[config.mk]
export PLATFORM = sky130hd
export DESIGN_NAME = shift_out_multi
export DESIGN_NICKNAME = d
export VERILOG_FILES = /design/src/rtl/shift_out_multi.sv
export SDC_FILE = /design/constraint.sdc
export NUM_CORES = 1
export LEC_CHECK = 0
export CELL_PAD_IN_SITES_DETAIL_PLACEMENT = 1
export CELL_PAD_IN_SITES_GLOBAL_PLACEMENT = 1
export CORE_ASPECT_RATIO = 0.6
export CORE_UTILIZATION = 35
export DETAILED_ROUTE_END_ITERATION = 7
export GPL_ROUTABILITY_DRIVEN = 0
export GPL_TIMING_DRIVEN = 0
export HOLD_SLACK_MARGIN = 0.15
export PLACE_DENSITY = 0.84
export SLEW_MARGIN = 5
export SYNTH_ARGS = -nofsm -noshare
export SYNTH_HDL_FRONTEND = slang
export SYNTH_SLANG_ARGS = --single-unit
[constraint.sdc]
create_clock -name clk_i -period 2.2 [get_ports clk_i]
set_input_delay 0.22 -clock clk_i [delete_from_list [all_inputs] [get_ports clk_i]]
set_output_delay 0.22 -clock clk_i [all_outputs]
set_load 0.01 [all_outputs]
[src/rtl/shift_out_multi.sv]
// shift_out_multi: multi-lane serial shifter for chained 74HC595-style registers.
// LANES words of WIDTH bits are shifted out MSB- or LSB-first on parallel data
// lines sharing one serial clock, then a latch pulse of LATCH_CYCLES is issued.
// Optional macro SHIFT_OUT_OE_EN adds the active-low output enable oe_n_o, which
// keeps the register chain blanked until the first completed transfer.
module shift_out_multi #(
    parameter int unsigned WIDTH        = 48,
    parameter int unsigned LANES        = 1,
    parameter int unsigned CLK_DIV      = 1,
    parameter int unsigned LATCH_CYCLES = 1
) (
    input  logic                   clk_i,
    input  logic                   rst_i,
    input  logic                   start_i,
    input  logic [LANES*WIDTH-1:0] data_i,
    input  logic                   lsb_first_i,
    output logic                   busy_o,
    output logic                   done_o,
    output logic                   sclk_o,
    output logic [LANES-1:0]       data_o,
    output logic                   latch_o
`ifdef SHIFT_OUT_OE_EN
    ,
    output logic                   oe_n_o
`endif
);

    localparam int unsigned CNT_W = $clog2(WIDTH);
    localparam int unsigned DIV_W = $clog2(CLK_DIV + 1);
    localparam int unsigned LAT_W = $clog2(LATCH_CYCLES + 1);

    localparam logic [CNT_W-1:0] LAST_BIT = CNT_W'(WIDTH - 1);
    localparam logic [DIV_W-1:0] DIV_LAST = DIV_W'(CLK_DIV - 1);
    localparam logic [LAT_W-1:0] LAT_LAST = LAT_W'(LATCH_CYCLES - 1);

    typedef enum logic [1:0] {
        StIdle,
        StLow,
        StHigh,
        StLatch
    } state_e;

    state_e state_q, state_d;

    logic [CNT_W-1:0] bit_q, bit_d;
    logic [DIV_W-1:0] div_q, div_d;
    logic [LAT_W-1:0] lat_q, lat_d;
    logic             lsb_q, lsb_d;

    // Snapshot is consumed as a shift register; the bit on data_o is always the
    // one that has just left the active end.
    logic [LANES-1:0][WIDTH-1:0] snap_q, snap_d;
    logic [LANES-1:0][WIDTH-1:0] data_lanes, snap_shl, snap_shr;
    logic [LANES-1:0]            first_bit, next_bit;

    logic             sclk_q, sclk_d;
    logic [LANES-1:0] data_q, data_d;
    logic             latch_q, latch_d;
    logic             busy_q, busy_d;
    logic             done_q, done_d;

    assign data_lanes = data_i;

    for (genvar g = 0; g < LANES; g++) begin : g_lane
        assign snap_shl[g]  = {snap_q[g][WIDTH-2:0], 1'b0};
        assign snap_shr[g]  = {1'b0, snap_q[g][WIDTH-1:1]};
        assign next_bit[g]  = lsb_q ? snap_q[g][1] : snap_q[g][WIDTH-2];
        assign first_bit[g] = lsb_first_i ? data_lanes[g][0] : data_lanes[g][WIDTH-1];
    end

    // Next-state and registered-output logic of the transfer FSM.
    always_comb begin
        state_d = state_q;
        bit_d   = bit_q;
        div_d   = div_q;
        lat_d   = lat_q;
        lsb_d   = lsb_q;
        snap_d  = snap_q;
        sclk_d  = sclk_q;
        data_d  = data_q;
        latch_d = latch_q;
        busy_d  = busy_q;
        done_d  = 1'b0;

        unique case (state_q)
            StIdle: begin
                if (start_i) begin
                    snap_d  = data_i;
                    lsb_d   = lsb_first_i;
                    bit_d   = '0;
                    div_d   = '0;
                    busy_d  = 1'b1;
                    sclk_d  = 1'b0;
                    data_d  = first_bit;
                    state_d = StLow;
                end
            end
            StLow: begin
                if (div_q == DIV_LAST) begin
                    div_d   = '0;
                    sclk_d  = 1'b1;
                    state_d = StHigh;
                end else begin
                    div_d = div_q + 1'b1;
                end
            end
            StHigh: begin
                if (div_q == DIV_LAST) begin
                    div_d = '0;
                    if (bit_q == LAST_BIT) begin
                        latch_d = 1'b1;
                        lat_d   = '0;
                        state_d = StLatch;
                    end else begin
                        bit_d   = bit_q + 1'b1;
                        sclk_d  = 1'b0;
                        data_d  = next_bit;
                        snap_d  = lsb_q ? snap_shr : snap_shl;
                        state_d = StLow;
                    end
                end else begin
                    div_d = div_q + 1'b1;
                end
            end
            StLatch: begin
                if (lat_q == LAT_LAST) begin
                    lat_d   = '0;
                    latch_d = 1'b0;
                    busy_d  = 1'b0;
                    done_d  = 1'b1;
                    state_d = StIdle;
                end else begin
                    lat_d = lat_q + 1'b1;
                end
            end
            default: state_d = StIdle;
        endcase
    end

    // State and output registers with synchronous reset.
    always_ff @(posedge clk_i) begin
        if (rst_i) begin
            state_q <= StIdle;
            bit_q   <= '0;
            div_q   <= '0;
            lat_q   <= '0;
            lsb_q   <= 1'b0;
            snap_q  <= '0;
            sclk_q  <= 1'b1;
            data_q  <= '0;
            latch_q <= 1'b0;
            busy_q  <= 1'b0;
            done_q  <= 1'b0;
        end else begin
            state_q <= state_d;
            bit_q   <= bit_d;
            div_q   <= div_d;
            lat_q   <= lat_d;
            lsb_q   <= lsb_d;
            snap_q  <= snap_d;
            sclk_q  <= sclk_d;
            data_q  <= data_d;
            latch_q <= latch_d;
            busy_q  <= busy_d;
            done_q  <= done_d;
        end
    end

    assign sclk_o  = sclk_q;
    assign data_o  = data_q;
    assign latch_o = latch_q;
    assign busy_o  = busy_q;
    assign done_o  = done_q;

`ifdef SHIFT_OUT_OE_EN
    logic oe_n_q;

    // Output enable: blanked from reset until the first transfer completes.
    always_ff @(posedge clk_i) begin
        if (rst_i) begin
            oe_n_q <= 1'b1;
        end else if (done_d) begin
            oe_n_q <= 1'b0;
        end
    end

    assign oe_n_o = oe_n_q;
`endif

endmodule

== Word-level counts from Yosys, hierarchy flattened ==
Index checks and enable logic that the tools add are counted.
Operators by class
  add/sub/neg operators: 3
  $mul: 0
  divide/modulo/power cells: 0
  magnitude comparators: 0
  equal/unequal tests: 10
  shift-type cells: 0
  mux-type cells: 39
  bitwise logic cells: 1
  reductions and logical operators: 16
Operators by type and width (count)
  $mux 48: 4
  $pmux 48 s2: 1
  $mux 1: 18
  $mux 6: 3
  $ne 2x2->1 const B: 6
  $pmux 6 s2: 1
  $reduce_and 4->1: 3
  $mux 2: 5
  $pmux 1 s2: 5
  $pmux 2 s4: 1
  $reduce_bool 2->1: 4
  $add 6x1->6 const B: 1
  $eq 6x6->1 const B: 1
  $reduce_and 3->1: 2
  $reduce_and 5->1: 1
  $eq 2x2->1 const B: 2
  $reduce_and 2->1: 2
  $reduce_or 2->1: 2
  $pmux 1 s3: 1
  $reduce_bool 3->1: 1
  $add 1x1->1 const B: 2
  $eq 2x1->1 const B: 1
  $logic_not 2->1: 1
  $not 1->1: 1
Word-level totals
  bits in registers: 64
  bits in latches: 0
  RAM bits: 0
  ROM bits: 0
  input bits: 52
  output and inout port bits: 5
  logic and storage cells: 80
  memories kept: 0

== Longest topological paths before layout ==
Gate-level depths: netlist of run 1.
  depth after elaboration: 4
  depth in mapped cells: 8
  depth with buffers taken out: 5

== Least setup slack after synthesis of run 1 ==
OpenSTA, ideal clock, no wires.
  path kind: register -> register
  start: reg lsb_q
  end: reg snap_q[21] in the netlist's numbering
  setup time: 0.132 ns
  data arrival time: 1.272 ns
  required time: 2.068 ns
  setup slack: 0.796 ns
  cell stages (with the launch flop): 8
  buffers on the path: 3
  clock period less this slack: 1.404 ns
  cell sequence: dfxtp_1 -> buf_2 -> buf_4 -> buf_2 -> mux2i_1 -> nor2_1 -> o21ai_0 -> a21oi_1
Between the ends
  longest elaborated chain between the ends: 4
Ends and longest elaborated chain
  start, declared: RTL line 48  | logic lsb_q, lsb_d;
  start signal, assigned: RTL line 159  | lsb_q <= lsb_d;
  $mux 48: RTL line 118  | snap_d = lsb_q ? snap_shr : snap_shl;
  $mux 48: RTL line 110  | if (bit_q == LAST_BIT) begin
  $mux 48: RTL line 108  | if (div_q == DIV_LAST) begin
  $pmux 48 s2: RTL line 85  | unique case (state_q)
  end signal, assigned: RTL line 160  | snap_q <= snap_d;
  end, declared: RTL line 52  | logic [LANES-1:0][WIDTH-1:0] snap_q, snap_d;
No other way between the ends. The select of a mux whose other input is x is not followed.
A chain may end at the register's enable or synchronous reset.

== Final worst setup path of run 1 ==
  start: reg bit_q[0]
  end: reg snap_q[3] in the netlist's numbering
Between the ends
  longest elaborated chain between the ends: 3
Ends and longest elaborated chain
  start, declared: RTL line 45  | logic [CNT_W-1:0] bit_q, bit_d;
  start signal, assigned: RTL line 156  | bit_q <= bit_d;
  $eq 6x6->1: RTL line 110
  $ne 2x2->1 (no line)
  $reduce_and 4->1 (no line)
No other way between the ends.

==> metrics, run 1 <==
unrepaired setup endpoints after global routing=false; maximum number of buffers from clock root to sink=2; share of synthesized area occupied by flip-flops and latches=37.2%; Rel. slew slack=48.0%; Routed Wire Length=10.3 mm; clock tree from TritonCTS=yes; maximum clock rate=0.529 GHz; shortest period the worst path allows=1.89 ns; CP startpoint kind=register; CP arrival=2.14 ns; #FFs+latches synth=62; overall routing resource usage=22.0%; area fraction of the dominant cell type after synthesis=37.2%; combined area of all synthesized cells=3330 um2; overall power of the completed layout=3050 uW; Die ar.=9930 um2; dominant cells by area after synthesis=dfxtp_1 (37%), mux2i_1 (14%), and2_1 (8.3%); number of buffers created by CTS=9; Max VDD drop=0.474 mV; vias after detailed routing=3,243; total of max-cap violations=0; most used cells in the layout excluding fill and tap cells=dfxtp_1 (62), nor2_1 (56), clkdlybuf4s50_1 (56); clock network power share=42.1%; maximum clock skew at final layout=0.00447 ns; H-tree lvl count=3; library cell used as clock root buffer=clkbuf_16; Switching Share=26.6%; power spent charging and discharging nets=811 uW; internal portion of total power=2240 uW; critical path type=reg -> reg; HP Class=reg -> reg; floorplan core area=9220 um2; Starting Density=36.2%; crit end category=register; die height=77.6 um; count of cells resized by post-cts repair=0; part of the power in registers=41.5%; Ant. Diodes=0; Routed Antenna Nets=0; half-perimeter wire length after detailed placement=7.62 mm; Clock Sink Count=62; part of the total power dissipated in combinational logic=16.5%; Fin Setup TNS=0 ns; number of remaining DRC errors=0; Buffers on Ports=56; global-route wire length before repair=16.8 mm; cts hold-fix bufs=0; Yosys Warn Count=0; remaining global-route overflow=0; via count of the first global-routing pass=3,408; Crit path required time=2.45 ns; Post-layout nets=554; number of setup buffers added after CTS=0; count of filler cells inserted in the layout=1,136; die outline width=128 um; layout cells sized above 1=7.11%; part of the cycle the worst path needs=86.0%; number of distinct library cell variants in the gate-level netlist after synthesis=33; Vias per Instance=5.10; cell type with the highest aggregate area in the netlist=dfxtp_1; row count=27; Final Slew Violations=0; instance count of the mapped netlist=434; net count after synthesis=487; Iteration-0 DRC Markers=202; register area=1240 um2; post-layout worst setup margin=0.308 ns; total count of hold-check failures in the final report=0; maximum net fanout on the critical path=10; WL per Instance=16.2 um; average footprint of a synthesized cell=7.68 um2; post-placement worst setup slack=0.155 ns; power density cells=705 nW/um2; Reg clk slew, reported paths=0.05 ns; most common cell after layout, fill and taps aside=dfxtp_1; DR pass1 iterations=4; insertion delay to the later sink of the worst-skew pair=0.33 ns; number of setup violations in the final report=0; measured slew at the worst slew-check pin=0.779 ns; number of top-level pins=57; area growth from synthesis to layout=29.6%; leak pwr=0.00143 uW; number of antenna violations at the first check in global routing=0; pin count of the biggest net entering global routing=11; multi-input logic area=1940 um2; outcome=completed
==> metrics by stage <==
stage	hold slack [ns]	cell area (um2)	instances	utilization (%)
2_1_floorplan	0.367	3330	434	-
3_3_place_gp	0.456	4060	620	44.0
3_5_place_dp	0.469	4060	620	44.0
4_1_cts	0.476	4320	636	46.8
5_1_grt	0.492	4320	636	46.8
6_report	0.477	4320	636	46.8
==> power groups by stage <==
stage / Sequential (uW) / Combinational, uW / Clock, uW
4_1_cts: 1260 / 503 / 1300
6_report: 1260 / 502 / 1280
3_5_place_dp: 1290 / 497 / 0
5_1_grt: 1270 / 550 / 1350
3_3_place_gp: 1280 / 476 / 0
2_1_floorplan: 1260 / 303 / 0
==> final timing paths <==
kind,start,endpoint,slack (ns),depth (start not counted)
setup / recovery,bit_q[0],snap_q[3],0.31,6
hold / removal,snap_q[23],snap_q[23],0.48,2
setup reg to reg,bit_q[0],snap_q[3],0.31,6
hold reg to reg,snap_q[23],snap_q[23],0.48,2
==> layer usage <==
| layer | routed length [um] | up-vias | track usage [%] |
|---|---|---|---|
| met3 | 320 | 12 | 5.31 |
| met4 | 130 | 0 | 6.24 |
| li1 | - | 1607 | - |
| met2 | 4570 | 47 | 35.2 |
| met1 | 5290 | 1577 | 29.4 |
| met5 | 0 | - | 0 |
==> registers in the layout, indices dropped and copies added, names as in the netlist <==
name     cells
busy_o       1
snap_q      48
lsb_q        1
data_o       1
latch_o      1
sclk_o       1
done_o       1
bit_q        6
state_q      2
==> area by class of cell <==
type,count,area share (%)
clock inverters,1,0.116
well taps,130,3.76
multi-input cells,338,44.9
flip-flops and latches,62,28.7
clock buffers,15,5.97
repair buffers,56,13.0
plain buffers,34,3.59
==> worst max-delay path, stage by stage (launching register included) <==
cell and delay [ns]:
dfxtp_1 0.38, ha_1 0.23, nand3_1 0.18, o21ai_2 0.40
buf_2 0.34, nand2_1 0.10, a21oi_1 0.18
==> cells in the mapped netlist, drive strengths merged <==
| cell | count |
|---|---|
| a211oi | 2 |
| a21oi | 54 |
| a221o | 1 |
| and2 | 46 |
| buf | 19 |
| clkbuf | 15 |
| dfxtp | 62 |
| ha | 1 |
| mux2i | 48 |
| nand2 | 54 |
| nand2b | 4 |
| nand3 | 3 |
| nand4b | 1 |
| nand4bb | 1 |
| nor2 | 56 |
| nor3 | 3 |
| nor3b | 2 |
| o211ai | 2 |
| o21a | 1 |
| o21ai | 49 |
| o21ba | 1 |
| o21bai | 1 |
| o311ai | 1 |
| o41ai | 2 |
| or2 | 2 |
| or3 | 1 |
| or4 | 1 |
| xnor2 | 1 |
==> kinds of logic (layout without fill, tap and decap cells) <==
group	Yosys count	after routing	share of synthesized area (%)
XOR/XNOR	1	1	0.263
flip-flops	62	62	37.2
multiplexers	48	48	14.4
buffers and inverters	34	106	4.65
AO/OA/AOI/OAI	114	114	18.5
AND/OR/NAND/NOR	174	174	24.6
adder cells (fa/ha/maj)	1	1	0.375
Note: power is estimated with default switching activity, not from simulation.
==> run 2: changes to the inputs <==
- MAX_ROUTING_LAYER: default -> met4
==> metrics, run 2 (same netlist as run 1, synthesis figures left out) <==
Crit path required time=2.45 ns (about the same); remaining global-route overflow=0 (unchanged); most common cell after layout, fill and taps aside=dfxtp_1; clock network power share=42.1% (about the same); area growth from synthesis to layout=29.6% (unchanged); total count of hold-check failures in the final report=0 (unchanged); die height=77.6 um (unchanged); Routed Wire Length=10.3 mm (-0.19%); power spent charging and discharging nets=810 uW (-0.12%); unrepaired setup endpoints after global routing=false; leak pwr=0.00143 uW (unchanged); Die ar.=9930 um2 (unchanged); Final Slew Violations=0 (unchanged); count of cells resized by post-cts repair=0 (unchanged); maximum cell stage delay along the critical path=0.40 ns (about the same); measured slew at the worst slew-check pin=0.773 ns (-0.00629 ns); Post-layout nets=554 (unchanged); row count=27 (unchanged); Routed Antenna Nets=0 (unchanged); cells along the critical path=ha_1 > nand3_1 > o21ai_2 > buf_2 > nand2_1 > a21oi_1; largest register by flop count=snap_q; Clock Sink Count=62 (unchanged); die outline width=128 um (unchanged); Iteration-0 DRC Markers=236 (+17%); CP startpoint kind=register; power density cells=705 nW/um2 (about the same); most used cells in the layout excluding fill and tap cells=dfxtp_1 (62), nor2_1 (56), clkdlybuf4s50_1 (56); number of setup buffers added after CTS=0 (unchanged); number of setup violations in the final report=0 (unchanged); registers with the highest flip-flop counts=snap_q (48), bit_q (6), state_q (2); half-perimeter wire length after detailed placement=7.62 mm (unchanged); critical path type=reg -> reg; HP Class=reg -> reg; worst hold path depth=2 (unchanged); insertion delay to the later sink of the worst-skew pair=0.33 ns (about the same); DR pass1 iterations=4 (unchanged); crit end category=register; overall routing resource usage=22.6% (+0.63 points); global-route wire length before repair=16.8 mm (unchanged); Buffers on Ports=56 (unchanged); maximum number of buffers from clock root to sink=2 (unchanged); Reg2Reg Depth=6 (unchanged); clock tree from TritonCTS=yes; WL per Instance=16.2 um (-0.19%); Ant. Diodes=0 (unchanged); total of max-cap violations=0 (unchanged); placed cell area=4060 um2 (unchanged); Fin Setup TNS=0 ns (unchanged); Max VDD drop=0.475 mV (+0.19%); library cell used as clock root buffer=clkbuf_16; number of buffers created by CTS=9 (unchanged); Switching Share=26.6% (about the same); post-route cell area=4320 um2 (unchanged); flip-flop count of the largest register after layout=48 (unchanged); count of filler cells inserted in the layout=1,136 (unchanged); part of the power in registers=41.5% (about the same); overall power of the completed layout=3050 uW (about the same); maximum clock rate=0.530 GHz (+0.28%); master of the slowest instance on the critical path=o21ai_2; Rel. slew slack=48.4% (+0.42 points); cts hold-fix bufs=0 (unchanged); CP arrival=2.13 ns (about the same); outcome=completed; internal portion of total power=2240 uW (about the same); via count of the first global-routing pass=3,408 (unchanged); layout cells sized above 1=7.11% (unchanged); number of antenna violations at the first check in global routing=0 (unchanged); Starting Density=36.2% (unchanged); Reg clk slew, reported paths=0.05 ns (about the same); maximum net fanout on the critical path=10 (unchanged); pin count of the biggest net entering global routing=11 (unchanged); Vias per Instance=5.10 (unchanged); H-tree lvl count=3 (unchanged); part of the total power dissipated in combinational logic=16.5% (about the same); number of top-level pins=57 (unchanged); shortest period the worst path allows=1.89 ns (-0.00528 ns); number of remaining DRC errors=0 (unchanged); maximum clock skew at final layout=0.00443 ns (-0.0000442 ns); floorplan core area=9220 um2 (unchanged); part of the cycle the worst path needs=85.8% (-0.24 points); vias after detailed routing=3,243 (unchanged)
## run 2: per-layer routing
| layer | part of all wire (%) | up-vias | track usage (%) |
|---|---|---|---|
| li1 | - | 1609 | - |
| met1 | 52 | 1576 | 29.4 |
| met2 | 44 | 45 | 35.2 |
| met3 | 2.9 | 13 | 5.31 |
| met4 | 1.3 | 0 | 6.24 |
| met5 | 0 | - | - |
## run 2: layout make-up
cell class              instances  area, um2  share of cell area (%)
multi-input cells             338       1940                    44.9
flip-flops and latches         62       1240                    28.7
repair buffers                 56        561                    13.0
clock buffers                  15        258                    5.97
well taps                     130        163                    3.76
plain buffers                  34        155                    3.59
clock inverters                 1       5.00                   0.116
## run 2: worst max-delay path, delay by kind of cell, from the launching register on
kind	cells	cell delay, ns
DFF	1	0.38
buffers and inverters	1	0.34
adders and majority gates	1	0.23
AOI/OAI and AO/OA	2	0.58
and+or+nand+nor	2	0.28
## run 2: path summary, 6_finish.rpt
path / startpoint / end / slack, ns
min reg2reg: snap_q[23] / snap_q[23] / 0.48
min: snap_q[23] / snap_q[23] / 0.48
max reg2reg: bit_q[0] / snap_q[3] / 0.31
max: bit_q[0] / snap_q[3] / 0.31
## run 2: power groups by stage
stage | Sequential [uW] | Combinational [uW] | Clock (uW)
after floorplan | 1260 | 303 | 0
after global placement | 1280 | 476 | 0
after detailed placement | 1290 | 497 | 0
after CTS | 1260 | 503 | 1300
after global routing | 1270 | 550 | 1350
final | 1260 | 501 | 1280
## run 2: through the flow
stage,setup WS [ns],utilization [%],hold slack [ns],std cells
3_3_place_gp,0.266,44.0,0.456,620
2_1_floorplan,0.796,-,0.367,434
3_5_place_dp,0.155,44.0,0.469,620
4_1_cts,0.301,46.8,0.476,636
6_report,0.313,46.8,0.477,636
5_1_grt,0.190,46.8,0.492,636
